`src/rtl/ota_sd_pkg.sv`:
```
// Shared definitions for the OTA sigma-delta readout: FSM state encoding,
// default sizing constants and the saturating clip used when publishing a code.
package ota_sd_pkg;

  localparam int OSR_LOG2_DEF      = 8;
  localparam int SETTLE_CYCLES_DEF = 16;
  localparam int CODE_W_DEF        = 8;

  typedef enum logic [1:0] {
    ST_IDLE    = 2'd0,
    ST_SETTLE  = 2'd1,
    ST_CONVERT = 2'd2,
    ST_DONE    = 2'd3
  } state_e;

  // Clamp a count to the largest representable output code.
  function automatic logic [31:0] sat_clip(input logic [31:0] value,
                                           input logic [31:0] max_code);
    return (value > max_code) ? max_code : value;
  endfunction

endpackage

```
`src/rtl/ota_sd_sync.sv`:
```
// Two-flop synchronizer for asynchronous analog-tile signals (e.g. comparator
// outputs on ua). Output is the input delayed by two clk cycles.
module ota_sd_sync #(
  parameter int WIDTH = 1
) (
  input  logic             clk,
  input  logic             rst_n,
  input  logic [WIDTH-1:0] d,
  output logic [WIDTH-1:0] q
);

  logic [WIDTH-1:0] meta;

  // Shift the asynchronous input through two flops.
  always_ff @(posedge clk or negedge rst_n) begin
    if (!rst_n) begin
      meta <= '0;
      q    <= '0;
    end else begin
      // NOTE: non-blocking assignments make meta->q a real two-stage shift;
      // blocking ones would collapse it into a single flop.
      meta <= d;
      q    <= meta;
    end
  end

endmodule

```
`src/rtl/ota_sd_readout.sv`:
```
// First-order sigma-delta back end for the OTA/comparator tile. The
// synchronized comparator bit is fed back to the OTA and ones are counted
// over a 2^OSR_LOG2-cycle window; the count is published as an unsigned,
// saturated code with a valid/ack handshake.
// Build option: define OTA_SD_CONT_EN for continuous back-to-back conversion
// (DONE returns straight to SETTLE, overrun reported through sat).
module ota_sd_readout
  import ota_sd_pkg::*;
#(
  parameter int OSR_LOG2      = OSR_LOG2_DEF,
  parameter int SETTLE_CYCLES = SETTLE_CYCLES_DEF,
  parameter int CODE_W        = CODE_W_DEF
) (
  input  logic              clk,
  input  logic              rst_n,
  input  logic              ena,
  input  logic              cmp_in,
  input  logic              start,
  input  logic              code_ack,
  output logic              fb_out,
  output logic              busy,
  output logic [CODE_W-1:0] code,
  output logic              code_valid,
  output logic              sat
);

  localparam logic [1:0] IDLE    = ST_IDLE;
  localparam logic [1:0] SETTLE  = ST_SETTLE;
  localparam logic [1:0] CONVERT = ST_CONVERT;
  localparam logic [1:0] DONE    = ST_DONE;

  localparam int SET_W = (SETTLE_CYCLES > 1) ? $clog2(SETTLE_CYCLES) : 1;
  localparam logic [SET_W-1:0]    SET_LOAD = SET_W'(SETTLE_CYCLES - 1);
  localparam logic [OSR_LOG2-1:0] WIN_LOAD = {OSR_LOG2{1'b1}};
  localparam logic [31:0]         MAX_CODE = 32'((1 << CODE_W) - 1);

  logic                cmp_s;
  logic [1:0]          state, state_nxt;
  logic [SET_W-1:0]    settle_cnt, settle_nxt;
  logic [OSR_LOG2-1:0] win_cnt, win_nxt;
  logic [OSR_LOG2:0]   ones_cnt, ones_nxt;   // one extra bit: holds 2^OSR_LOG2 without wrapping
  logic                fb_q, fb_nxt;
  logic [CODE_W-1:0]   code_nxt;
  logic                sat_nxt, valid_nxt;

  ota_sd_sync #(.WIDTH(1)) u_sync (
    .clk   (clk),
    .rst_n (rst_n),
    .d     (cmp_in),
    .q     (cmp_s)
  );

  assign busy   = (state == SETTLE) || (state == CONVERT);
  // Feedback only drives the OTA while the loop is closed and the tile is enabled.
  assign fb_out = fb_q & ena & busy;

  // Next-state logic for the conversion FSM, counters and result registers.
  always_comb begin
    // NOTE: every signal gets a hold-value default first so no path leaves
    // one unassigned, which would otherwise infer a latch.
    state_nxt  = state;
    settle_nxt = settle_cnt;
    win_nxt    = win_cnt;
    ones_nxt   = ones_cnt;
    fb_nxt     = fb_q;
    code_nxt   = code;
    sat_nxt    = sat;
    valid_nxt  = code_valid;

    // Acknowledge consumes the result; harmless when nothing is pending.
    if (code_ack) valid_nxt = 1'b0;

    // With ena low everything above simply holds: the loop resumes in place.
    if (ena) begin
      fb_nxt = 1'b0;
      case (state)
        IDLE: begin
          if (start) begin
            state_nxt  = SETTLE;
            settle_nxt = SET_LOAD;
            ones_nxt   = '0;
          end
        end
        SETTLE: begin
          fb_nxt = cmp_s;
          if (settle_cnt == '0) begin
            state_nxt = CONVERT;
            win_nxt   = WIN_LOAD;
          end else begin
            settle_nxt = settle_cnt - SET_W'(1);
          end
        end
        CONVERT: begin
          fb_nxt   = cmp_s;
          ones_nxt = ones_cnt + (OSR_LOG2 + 1)'(cmp_s);
          if (win_cnt == '0) state_nxt = DONE;
          else               win_nxt   = win_cnt - OSR_LOG2'(1);
        end
        DONE: begin
          // A fresh result always overrides a same-cycle acknowledge.
          code_nxt  = CODE_W'(sat_clip(32'(ones_cnt), MAX_CODE));
          sat_nxt   = (32'(ones_cnt) > MAX_CODE);
          valid_nxt = 1'b1;
`ifdef OTA_SD_CONT_EN
          // An unacknowledged previous result means the consumer fell behind.
          if (code_valid && !code_ack) sat_nxt = 1'b1;
          state_nxt  = SETTLE;
          settle_nxt = SET_LOAD;
          ones_nxt   = '0;
`else
          state_nxt  = IDLE;
`endif
        end
        default: state_nxt = IDLE;
      endcase
    end
  end

  // State, counter and output registers.
  always_ff @(posedge clk or negedge rst_n) begin
    if (!rst_n) begin
      state      <= IDLE;
      settle_cnt <= '0;
      win_cnt    <= '0;
      ones_cnt   <= '0;
      fb_q       <= 1'b0;
      code       <= '0;
      sat        <= 1'b0;
      code_valid <= 1'b0;
    end else begin
      state      <= state_nxt;
      settle_cnt <= settle_nxt;
      win_cnt    <= win_nxt;
      ones_cnt   <= ones_nxt;
      fb_q       <= fb_nxt;
      code       <= code_nxt;
      sat        <= sat_nxt;
      code_valid <= valid_nxt;
    end
  end

endmodule
```
`config.mk`:
```
export PLATFORM = sky130hd
export DESIGN_NAME = ota_sd_readout
export DESIGN_NICKNAME = d
export VERILOG_FILES = /design/src/rtl/ota_sd_pkg.sv /design/src/rtl/ota_sd_sync.sv /design/src/rtl/ota_sd_readout.sv
export SDC_FILE = /design/constraint.sdc
export NUM_CORES = 1
export LEC_CHECK = 0
export BUFFER_PORTS_ARGS = -buffer_cell sky130_fd_sc_hd__clkbuf_2
export CAP_MARGIN = 20
export CELL_PAD_IN_SITES_DETAIL_PLACEMENT = 1
export CELL_PAD_IN_SITES_GLOBAL_PLACEMENT = 2
export CORE_MARGIN = 4
export CORE_UTILIZATION = 33
export DETAILED_ROUTE_END_ITERATION = 10
export HOLD_SLACK_MARGIN = 0.05
export PLACE_DENSITY = 0.71
export SETUP_SLACK_MARGIN = 0.3
export SLEW_MARGIN = 20
export SYNTH_ARGS = -nofsm -noshare
export SYNTH_HDL_FRONTEND = slang
export SYNTH_SLANG_ARGS = --single-unit
export TNS_END_PERCENT = 1
```
`constraint.sdc`:
```
create_clock -name clk -period 6.2 [get_ports clk]
set_clock_uncertainty 0.2 [all_clocks]
set_input_delay 0.31 -clock clk [delete_from_list [all_inputs] [get_ports clk]]
set_output_delay 0.31 -clock clk [all_outputs]
set_load 0.02 [all_outputs]
```
==> results.toml <==
[clock_tree]
cts_tree = "done"
clk_pin_slew_ns = 0.08
cts_buffers = 5
cts_resized = 0
post-cts-setup-buffers = 0
clock_sinks = 36
clock_latency_ns = 0.29
root_buffer = "clkbuf_8"
cts-htree-levels = 2
cts.path.max_buffers = 2

[routing]
vias_per_cell = 5.26
drt_iter0_markers = 74
drt_first_pass_iters = 4
drc = 0
ant_nets = 0
drt_wl_total_mm = 4.46
avgRoutedWirePerCell_um = 15.4
vias = 1521

[global_route]
antenna_found_initial = 0
grt_use_met1_pct = 18.5
overflow = 0
grt_max_degree = 37
grt_usage_pct = 13.9
grt_most_used_layer = "met2"
first_global_vias = 1623
grt_first_pass_wirelength_mm = 8.03
grtUsageMet3_pct = 4.64
met2_usage_pct = 21.8

[flow_run]
maxCapViolations = 0

[finish]
nets = 231
diodes = 0
area_growth_pct = 14.3
fin_cells = 289
final_util_pct = 39.3
final_area_um2 = 2180
drive_gt1_share_pct = 16.1

[yosys]
syn_area_um2 = 1900
synth.avg_cell_area_um2 = 9.61
synthFlopType = "dfrtp_1"
yosysWarnings = 0
ys_seq_area_share_pct = 47.3
syn_nets = 213
synth_top_area_share_pct = 47.3
synth_edf_count = 0
yosysTopAreaCell = "dfrtp_1"
yosysUniqueCellTypes = 44
async_flop_share_pct = 100
syn_inst = 198
synth-seq-cells = 36
synth_area_leaders = "dfrtp_1 47%, ha_1 5.9%, nor2_1 4.7%"

[floorplan]
die_y_um = 83.9
die-area_um2 = 7050
fp.coreArea_um2 = 5540
start_util_pct = 34.3
die_w_um = 83.9
io_pins = 18
num_rows = 27

[critical_path]
endpoint_kind = "flop"
start_kind = "flop"
crit_required_ns = 6.22
worst-path-max-fanout = 19
crit_type = "reg -> reg"
worstPathArrival_ns = 2.76

[min_path]
hold_path_class = "in -> reg"

[run_status]
status = "finished clean"

[pwr]
p_sw_mw = 0.431
swShare_pct = 41.6
comb_power_share_pct = 41.0
powerDensity_nw_per_um2 = 477
p_leak_nw = 0.964
pwr-share-clk_pct = 19.7
ir_drop_uv = 167
internal_power_mw = 0.605
p_seq_share_pct = 39.2

[sta]
tightest_slew_ns = 0.925
slew_viol_final = 0
finalSetupViolations = 0
fmax_mhz = 366
slew_headroom_pct = 38.3
finalCritPeriodShare_pct = 44.1
final.setup.tns_ns = 0
rsz0062_at_grt = "no"
finalCriticalPeriod_ns = 2.74
final_hold_viol_count = 0
setup_ws_ns = 3.46

[place]
dp_hpwl_mm = 3.26
globalplace.congestion = 0.752
dp_worst_setup_slack_ns = 3.47
placed_cells = 279
place_area_um2 = 2050
portBuffers = 17
## Yosys cell counts (2+ instances only)
library cell	number
and2_1	4
o21ai_0	11
ha_1	9
a31oi_1	3
mux2_2	2
or3_1	4
a21oi_1	13
nand3_1	9
dfrtp_1	36
nand2_1	13
nor2_1	24
inv_1	15
a21boi_0	2
and3_1	2
mux2i_1	3
nor3_1	5
clkbuf_1	8
a21o_1	3
o31ai_1	4
or4_1	2
o22a_1	2
nand4_1	2
## worst paths after layout
path                       cells past startpoint                         to                  start  slack [ns]
setup / recovery                               6    ones_cnt[8]$_DFFE_PN0P_   state[0]$_DFFE_PN0P_        3.46
hold / removal                                 3       code_valid$_DFF_PN0_               code_ack        0.07
setup reg to reg                               6    ones_cnt[8]$_DFFE_PN0P_   state[0]$_DFFE_PN0P_        3.46
hold reg to reg                                0         u_sync.q$_DFF_PN0_  u_sync.meta$_DFF_PN0_        0.15
max in group asynchronous                      2    ones_cnt[2]$_DFFE_PN0P_                  rst_n        4.74
min in group asynchronous                      2  settle_cnt[0]$_DFFE_PN0P_                  rst_n        0.49
## worst max-delay path: stages, from the launching register on
cell	delay (ns)
dfrtp_1	0.41
inv_1	0.11
ha_1	0.59
mux2_2	0.29
nand2_1	0.23
or4b_2	0.71
nand3_1	0.12
## cell usage in the layout (no fill, tap or decap), types with 2 or more instances in the layout
master	n
a21o_1	3
nand4_1	2
dfrtp_1	36
o21ai_0	11
mux2_2	2
nor2_1	24
ha_1	9
o31ai_1	4
dlygate4sd3_1	2
nor3_1	5
o22a_1	2
clkbuf_8	5
a21boi_0	2
a31oi_1	3
and3_1	2
and2_1	4
or3_1	4
mux2i_1	3
inv_1	15
or4_1	2
a21oi_1	13
nand3_1	9
nand2_1	13
clkbuf_2	17
## per-layer routing
metal | vias to the layer above | share of wire [%]
li1 | 747 | -
met1 | 747 | 49
met2 | 23 | 46
met3 | 4 | 3.6
met4 | 0 | 0.88
met5 | - | 0
## what timing repair did
action,in CTS,in global routing
endpoints found under the hold margin,37,0
hold buffers,2,0
setup endpoints to repair,0,0
## cell type report
type	count	area, um2
clock inverters	2	35.0
repair buffers	19	105
inverters	15	56.3
fillers	654	3360
multi-input cells	139	916
clock buffers	6	72.6
well taps	72	90.1
flip-flops and latches	36	901
## sequential cells by signal, indices dropped and copies added (netlist names)
name and cells:
sat 1, ones_cnt 9, win_cnt 8, settle_cnt 4, code 8, u_sync.meta 1
u_sync.q 1, fb_q 1, code_valid 1, state 2
## cells by family (layout without fill, tap and decap cells)
family / after synthesis / after routing / share of synthesized area (%)
flip-flops: 36 / 36 / 47.3
adder cells (fa/ha/maj): 9 / 9 / 5.92
multiplexers: 6 / 6 / 3.55
AND/OR/NAND/NOR: 74 / 74 / 20.1
buffers and inverters: 23 / 42 / 4.54
AO/OA/AOI/OAI: 50 / 50 / 18.6
## power groups by stage
stage	Combinational (mW)	Clock [mW]	Sequential [mW]
global placement	0.409	0	0.403
finish	0.426	0.205	0.407
CTS	0.433	0.210	0.408
detailed placement	0.430	0	0.412
global route	0.484	0.223	0.423
floorplan	0.287	0	0.421
## through the flow
stage | hold WS [ns] | power, mW
after CTS | 0.0685 | 1.05
after global placement | 0.139 | 0.812
after detailed placement | 0.138 | 0.842
after floorplan | -0.186 | 0.708
final | 0.0711 | 1.04
after global routing | 0.0834 | 1.13
No activity file was read; power rests on OpenSTA's default activity.
